**src/rtl/lt24_pixel_bus_writer.sv**
```systemverilog
// Pixel-interface responder that streams pixels onto the LT24 8080-style write bus.
// Optional running checksum is built when LT24_PIXEL_CHECKSUM_EN is defined.
module lt24_pixel_bus_writer #(
  parameter int unsigned LCD_WIDTH      = 240,
  parameter int unsigned LCD_HEIGHT     = 320,
  parameter int unsigned WR_LOW_CYCLES  = 2,
  parameter int unsigned WR_HIGH_CYCLES = 2
) (
  input  logic        clock,
  input  logic        globalReset_n,
  input  logic [7:0]  xAddr,
  input  logic [8:0]  yAddr,
  input  logic [15:0] pixelData,
  input  logic        pixelWrite,
  output logic        pixelReady,
  output logic        LT24CS_n,
  output logic        LT24RS,
  output logic        LT24Wr_n,
  output logic [15:0] LT24Data,
  output logic [15:0] frameChecksum
);

  typedef enum logic [1:0] {StIdle, StWrLow, StWrHigh, StRangeDrop} state_e;

  localparam logic [15:0] WidthLast  = 16'(LCD_WIDTH - 1);
  localparam logic [15:0] HeightLast = 16'(LCD_HEIGHT - 1);
  localparam logic [7:0]  LowLast    = 8'(WR_LOW_CYCLES - 1);
  localparam logic [7:0]  HighLast   = 8'(WR_HIGH_CYCLES - 1);
  localparam logic [3:0]  LastWord   = 4'd11;

  state_e      state;
  logic [7:0]  cnt;
  logic [3:0]  wordIdx;
  logic [7:0]  xLat;
  logic [8:0]  yLat;
  logic [15:0] pixLat;
  logic        seqValid;
  logic [7:0]  expX;
  logic [8:0]  expY;

  logic        accept;
  logic        inRange;
  logic        hit;
  logic [3:0]  nextIdx;
  logic        nextRs;
  logic [15:0] nextData;

  assign accept  = (state == StIdle) && pixelReady && pixelWrite;
  assign inRange = (32'(xAddr) < LCD_WIDTH) && (32'(yAddr) < LCD_HEIGHT);
  assign hit     = seqValid && (xAddr == expX) && (yAddr == expY);
  assign nextIdx = wordIdx + 4'd1;

  // Word table of the address-window preamble; index 11 is always the pixel itself.
  always_comb begin
    nextRs   = 1'b1;
    nextData = 16'h0000;
    case (nextIdx)
      4'd0:    begin nextRs = 1'b0; nextData = 16'h002A; end
      4'd1:    nextData = 16'h0000;
      4'd2:    nextData = {8'h00, xLat};
      4'd3:    nextData = {8'h00, WidthLast[15:8]};
      4'd4:    nextData = {8'h00, WidthLast[7:0]};
      4'd5:    begin nextRs = 1'b0; nextData = 16'h002B; end
      4'd6:    nextData = {15'h0000, yLat[8]};
      4'd7:    nextData = {8'h00, yLat[7:0]};
      4'd8:    nextData = {8'h00, HeightLast[15:8]};
      4'd9:    nextData = {8'h00, HeightLast[7:0]};
      4'd10:   begin nextRs = 1'b0; nextData = 16'h002C; end
      default: nextData = pixLat;
    endcase
  end

  always_ff @(posedge clock or negedge globalReset_n) begin
    if (!globalReset_n) begin
      state      <= StIdle;
      pixelReady <= 1'b0;
      LT24CS_n   <= 1'b1;
      LT24RS     <= 1'b1;
      LT24Wr_n   <= 1'b1;
      LT24Data   <= 16'h0000;
      cnt        <= 8'h00;
      wordIdx    <= 4'd0;
      xLat       <= 8'h00;
      yLat       <= 9'h000;
      pixLat     <= 16'h0000;
      seqValid   <= 1'b0;
      expX       <= 8'h00;
      expY       <= 9'h000;
    end else begin
      unique case (state)
        StIdle: begin
          pixelReady <= 1'b1;
          LT24CS_n   <= 1'b1;
          if (accept) begin
            pixelReady <= 1'b0;
            xLat       <= xAddr;
            yLat       <= yAddr;
            pixLat     <= pixelData;
            cnt        <= 8'h00;
            if (!inRange) begin
              state <= StRangeDrop;
            end else begin
              state    <= StWrLow;
              LT24CS_n <= 1'b0;
              LT24Wr_n <= 1'b0;
              if (hit) begin
                wordIdx  <= LastWord;
                LT24RS   <= 1'b1;
                LT24Data <= pixelData;
              end else begin
                wordIdx  <= 4'd0;
                LT24RS   <= 1'b0;
                LT24Data <= 16'h002A;
              end
            end
          end
        end
        StWrLow: begin
          if (cnt == LowLast) begin
            cnt      <= 8'h00;
            LT24Wr_n <= 1'b1;
            state    <= StWrHigh;
          end else begin
            cnt <= cnt + 8'h01;
          end
        end
        StWrHigh: begin
          if (cnt == HighLast) begin
            cnt <= 8'h00;
            if (wordIdx == LastWord) begin
              state      <= StIdle;
              pixelReady <= 1'b1;
              LT24CS_n   <= 1'b1;
              seqValid   <= 1'b1;
              // Raster successor; the bottom-right corner wraps to the origin.
              if (32'(xLat) < LCD_WIDTH - 1) begin
                expX <= xLat + 8'h01;
                expY <= yLat;
              end else if (32'(yLat) < LCD_HEIGHT - 1) begin
                expX <= 8'h00;
                expY <= yLat + 9'h001;
              end else begin
                expX <= 8'h00;
                expY <= 9'h000;
              end
            end else begin
              wordIdx  <= nextIdx;
              LT24RS   <= nextRs;
              LT24Data <= nextData;
              LT24Wr_n <= 1'b0;
              state    <= StWrLow;
            end
          end else begin
            cnt <= cnt + 8'h01;
          end
        end
        StRangeDrop: begin
          seqValid   <= 1'b0;
          pixelReady <= 1'b1;
          state      <= StIdle;
        end
        default: state <= StIdle;
      endcase
    end
  end

`ifdef LT24_PIXEL_CHECKSUM_EN
  always_ff @(posedge clock or negedge globalReset_n) begin
    if (!globalReset_n) begin
      frameChecksum <= 16'h0000;
    end else if (accept && inRange) begin
      frameChecksum <= (xAddr == 8'h00 && yAddr == 9'h000) ? pixelData :
                       ({frameChecksum[14:0], frameChecksum[15]} ^ pixelData);
    end
  end
`else
  assign frameChecksum = 16'h0000;
`endif

endmodule

```
**config.mk**
```make
export PLATFORM = sky130hd
export DESIGN_NAME = lt24_pixel_bus_writer
export DESIGN_NICKNAME = d
export VERILOG_FILES = /design/src/rtl/lt24_pixel_bus_writer.sv
export SDC_FILE = /design/constraint.sdc
export NUM_CORES = 1
export LEC_CHECK = 0
export ABC_AREA = 1
export CORE_MARGIN = 3
export CORE_UTILIZATION = 51
export CTS_BUF_LIST = sky130_fd_sc_hd__clkbuf_4 sky130_fd_sc_hd__clkbuf_8 sky130_fd_sc_hd__clkbuf_16
export CTS_CLUSTER_DIAMETER = 120
export DETAILED_ROUTE_END_ITERATION = 6
export PLACE_DENSITY_LB_ADDON = 0.1
export SLEW_MARGIN = 20
export SYNTH_ARGS = -nofsm -noshare
export SYNTH_HDL_FRONTEND = slang
export SYNTH_SLANG_ARGS = --single-unit
```
**constraint.sdc**
```tcl
create_clock -name clock -period 2 [get_ports clock]
set_input_delay 0.4 -clock clock [delete_from_list [all_inputs] [get_ports clock]]
set_output_delay 0.4 -clock clock [all_outputs]
set_load 0.02 [all_outputs]
```
Yosys cells after proc, flatten, opt, wreduce, memory -nomap -nowiden
Cells that the tools add are included.
W data, S select, Z words.
{"block": "word_totals", "reg_bits": 85, "latch_bits": 0, "ram_bits": 0, "mem_bits_ro": 0, "input_bits": 36, "out_inout_bits": 36, "wordCells": 115, "memories": 0}
{"block": "op_classes", "n_addsub": 4, "n_mul": 0, "div": 0, "magnitude_cmp": 4, "n_eq_ne": 23, "shift": 0, "muxes": 46, "bitwise_logic": 0, "reduce_logical": 24}
{"op": "$pmux W16 S10", "count": 1}
{"op": "$mux W16", "count": 5}
{"op": "$pmux W16 S2", "count": 1}
{"op": "$mux W8", "count": 3}
{"op": "$mux W4", "count": 5}
{"op": "$lt A9 B9 Y1 const B", "count": 2}
{"op": "$mux W9", "count": 2}
{"op": "$mux W1", "count": 17}
{"op": "$add A8 B1 Y8 const B", "count": 2}
{"op": "$eq A4 B3 Y1 const B", "count": 4}
{"op": "$eq A4 B4 Y1 const B", "count": 4}
{"op": "$lt A8 B8 Y1 const B", "count": 2}
{"op": "$pmux W8 S2", "count": 1}
{"op": "$reduce_and A3 Y1", "count": 5}
{"op": "$ne A2 B2 Y1 const B", "count": 6}
{"op": "$add A9 B1 Y9 const B", "count": 1}
{"op": "$eq A9 B9 Y1", "count": 1}
{"op": "$eq A4 B2 Y1 const B", "count": 2}
{"op": "$eq A8 B1 Y1 const B", "count": 1}
{"op": "$eq A8 B8 Y1", "count": 1}
{"op": "$mux W2", "count": 4}
{"op": "$pmux W2 S4", "count": 1}
{"op": "$pmux W4 S2", "count": 1}
{"op": "$pmux W1 S2", "count": 3}
{"op": "15 further kinds", "count": 26}

Logic depth before layout (Yosys ltp)
{"block": "logic_depth", "ltp_word": 7, "ltp_mapped": 13}

Worst setup path before layout
No wires, ideal clock.
{"block": "synth_path", "path_type": "register -> register", "start": "reg wordIdx[0]", "end": "reg LT24Data[2]", "setup_ns": 0.073, "t_arrival_ns": 1.748, "t_required_ns": 1.927, "path_slack_ns": 0.179, "path_stages_with_launch": 14, "n_path_buf": 1, "period_less_slack_ns": 1.821, "path_cell_list": "dfrtp_1 ha_1 inv_1 nand2_1 nand2_4 inv_4 nand3_2 nand2_4 nor2_8 nand2_2 buf_6 nand2_2 nand3_2 a21oi_2"}
{"block": "synth_via", "elab_chain_len": 7}
{"element": "start: declaration", "line_no": "33", "source": "logic [3:0] wordIdx;"}
{"element": "start signal: assignment", "line_no": "107", "source": "wordIdx <= LastWord;"}
{"element": "start signal: assignment", "line_no": "147", "source": "wordIdx <= nextIdx;"}
{"element": "$add A4 B1 Y4", "line_no": "51", "source": "assign nextIdx = wordIdx + 4'd1;"}
{"element": "$eq A4 B2 Y1 or $eq A4 B1 Y1 (tied branches)", "line_no": "57", "source": "case (nextIdx)"}
{"element": "$reduce_or A2 Y1 (no source line)"}
{"element": "$pmux W16 S10", "line_no": "57"}
{"element": "$mux W16", "line_no": "130", "source": "if (wordIdx == LastWord) begin"}
{"element": "$mux W16", "line_no": "128", "source": "if (cnt == HighLast) begin"}
{"element": "$pmux W16 S2", "line_no": "90", "source": "unique case (state)"}
{"element": "end signal: assignment", "line_no": "109", "source": "LT24Data <= pixelData;"}
{"element": "end signal: assignment", "line_no": "149", "source": "LT24Data <= nextData;"}
{"element": "end: declaration", "line_no": "19", "source": "output logic [15:0] LT24Data,"}
Several ways; a longest one is shown, not always the timed one. The select of a mux whose other input is x is not followed.
A chain may end at the register's enable or synchronous reset.

Worst setup path after layout
{"block": "layout_path", "start": "reg LT24CS_n", "end": "out LT24CS_n"}
{"element": "start: declaration", "line_no": "16", "source": "output logic LT24CS_n,"}
{"element": "start signal: assignment", "line_no": "77", "source": "LT24CS_n <= 1'b1;"}
{"element": "start signal: assignment", "line_no": "93", "source": "LT24CS_n <= 1'b1;"}
{"element": "start signal: assignment", "line_no": "104", "source": "LT24CS_n <= 1'b0;"}
No word-level cell between the ends.

==> impl_metrics.ini <==
[timing]
setup_tns_ns = 0
max_freq_mhz = 528
setup_viol = 0
hold_viol = 0
worst_clock_skew_ns = 0.0140
rsz0062_at_grt = true
post-route-min-period_ns = 1.89
min_period_over_period = 0.946
final_max_slew_viol_count = 0

[yosys]
synth_area_leaders = dfrtp_1 (40%), nand2_1 (13%), inv_1 (6.0%)
syn_area_per_cell_um2 = 7.43
synthDistinctLibCells = 41
synth_top_cell_by_area = dfrtp_1
syn_area_um2 = 5140
synthCells = 691
synth_flop_cell = dfrtp_1
yosysWarnings = 0
ys_async_sr_fraction = 1.00
synth-edff-count = 0
synth_top_area_frac = 0.400
synth_seq_cells = 85
yosysSeqAreaShare = 0.415

[detailed_routing]
wl_per_cell_um = 14.8
drc = 0
drt-total-wl_mm = 13.9
drt_iter0_drc = 252
antenna_left = 0
routed_via_density = 5.26
dr_total_vias = 4937
firstDrtPassIters = 5

[cells_and_area]
seqCellArea_um2 = 2130
mostFrequentLayoutCells = nand2_1 (177), inv_1 (82), dfrtp_1 (80)
insertedDiodeCount = 0
syn_to_final_growth_pct = 25.8
multi_input_area_um2 = 2590
layout_commonest_cell = nand2_1
finalNonFillerCells = 939
final_nets = 853
drive_above_1_share = 0.164
post-route-util = 0.680
num-fill-cells = 833

[worst_setup_path]
worstPathArrival_ns = 1.49
crit_path_max_fanout = 2
path_class = reg -> out
crit_slowest_cell = clkdlybuf4s50_1
crit_chain = clkdlybuf4s50_1
end_kind = primary output
path_delay_family = buffers and inverters
start_kind = register
max_stage_delay_ns = 0.60
crit_required_ns = 1.60
cp_num_buf_inv = 1

[cts]
cts.sinks = 85
cts-buffers-inserted = 9
clock_path_buffers = 2
cts_max_level = 3
insertion_delay_ns = 0.35
cts_tree = yes
path_clk_slew_ns = 0.09
clockRootBuffer = clkbuf_8

[floorplan]
io_pins = 72
dieArea_um2 = 11300
rows = 35
initial_core_util = 0.540
dieHeight_um = 106
fp.dieW_um = 106
coreArea_um2 = 9500

[global_routing]
grt_pass1_wl_mm = 23.1
use_met3 = 0.0528
grt_use_total = 0.252
grt_max_degree = 46
grt_overflow = 0
use_met1 = 0.340
antenna_found_initial = 0
use_met2 = 0.415
grt_pass1_vias = 4820
gr-max-usage-layer = met2

[placement]
dp_hpwl_mm = 10.8
port_buffers = 55
dp.cells = 920
gp_congestion = 0.967

[outcome]
status = complete, no violations

[power_and_ir_drop]
ir_worst_vdd_mv = 1.01
powerDensity_nw_per_um2 = 1520
total_leakage_power_nw = 3.16

[hold_path]
hold_path.class = reg -> reg

[job]
drv_cap = 0
==> layout make-up <==
type,count,share of cell area
flip-flops and latches,85,0.330
multi-input cells,499,0.400
clock inverters,7,0.00872
repair buffers,121,0.164
well taps,129,0.0250
clock buffers,9,0.0192
inverters,89,0.0521
==> through the flow <==
stage          setup WS (ns)  cell area (µm²)  total power [W]  hold WS (ns)
2_1_floorplan          0.179             5190          0.00655         0.104
3_3_place_gp          -0.190             6190          0.00834         0.335
3_5_place_dp          -0.264             6190          0.00849         0.335
4_1_cts               0.0257             6400          0.00972         0.481
5_1_grt              -0.0250             6460           0.0106         0.493
6_report               0.107             6460          0.00981         0.476
==> logic make-up after synthesis <==
group / after synthesis / synth area share
other: 1 / 0.000730
adder cells (fa/ha/maj): 12 / 0.0292
flip-flops: 85 / 0.415
XOR/XNOR: 15 / 0.0256
AO/OA/AOI/OAI: 113 / 0.124
AND/OR/NAND/NOR: 343 / 0.302
buffers and inverters: 122 / 0.104
==> registers in the layout, indices dropped and copies added, names as in the netlist <==
signal / flops
state: 2
expY: 9
cnt: 8
LT24Data: 16
wordIdx: 4
yLat: 9
xLat: 8
pixelReady: 1
expX: 8
pixLat: 16
LT24Wr_n: 1
seqValid: 1
LT24RS: 1
LT24CS_n: 1
==> routing by layer <==
metal | vias up | wire (µm)
met3 | 21 | 837
met4 | 0 | 206
met2 | 154 | 6760
met5 | - | 0
li1 | 2426 | -
met1 | 2336 | 6110
==> repair_timing <==
action                                  4_1_cts  5_1_grt
endpoints found under the setup margin        8       34
pin swaps                                     0        1
setup buffers                                 0        2
gates resized for setup                       3       13
hold buffers                                  1        0
hold endpoints to repair                     22        0
==> Yosys cell counts (2+ instances only) <==
master and n:
nand3b_1 3, nand2_2 8, nand3_2 6, buf_1 2
nor2_1 66, nand4_1 22, buf_2 5, o21bai_1 2
ha_1 12, nor3_1 6, nor3_2 2, inv_1 82
nand2_1 178, nand3_1 43, dfrtp_1 82, a21oi_1 15
clkbuf_1 9, o211ai_1 3, nand2_4 3, inv_2 6
o21ai_1 14, xnor2_1 7, a22oi_1 4, a21oi_2 4
buf_4 16, xor2_1 8, o22ai_1 9, a31oi_1 2
or2_2 2, dfstp_2 3, o21ai_0 57
==> final timing paths <==
check,startpoint,to,slack [ns],depth (start not counted)
setup reg to reg,state[0]$_DFFE_PN0P_,LT24Data[10]$_DFFE_PN0P_,0.12,12
hold / removal,LT24Wr_n$_DFFE_PN1P_,LT24Wr_n$_DFFE_PN1P_,0.48,2
setup / recovery,LT24CS_n$_DFFE_PN1P_,LT24CS_n,0.11,1
hold reg to reg,LT24Wr_n$_DFFE_PN1P_,LT24Wr_n$_DFFE_PN1P_,0.48,2
min in group asynchronous,globalReset_n,pixLat[4]$_DFFE_PN0P_,0.50,2
max in group asynchronous,globalReset_n,LT24Wr_n$_DFFE_PN1P_,0.93,3
==> report_power, final <==
part           switching, W  internal [W]  total, W
clock              0.000663      0.000469   0.00113
combinational       0.00340       0.00221   0.00561
sequential         0.000614       0.00246   0.00307
total               0.00467       0.00514   0.00981
Power figures use the tool's default switching activity.
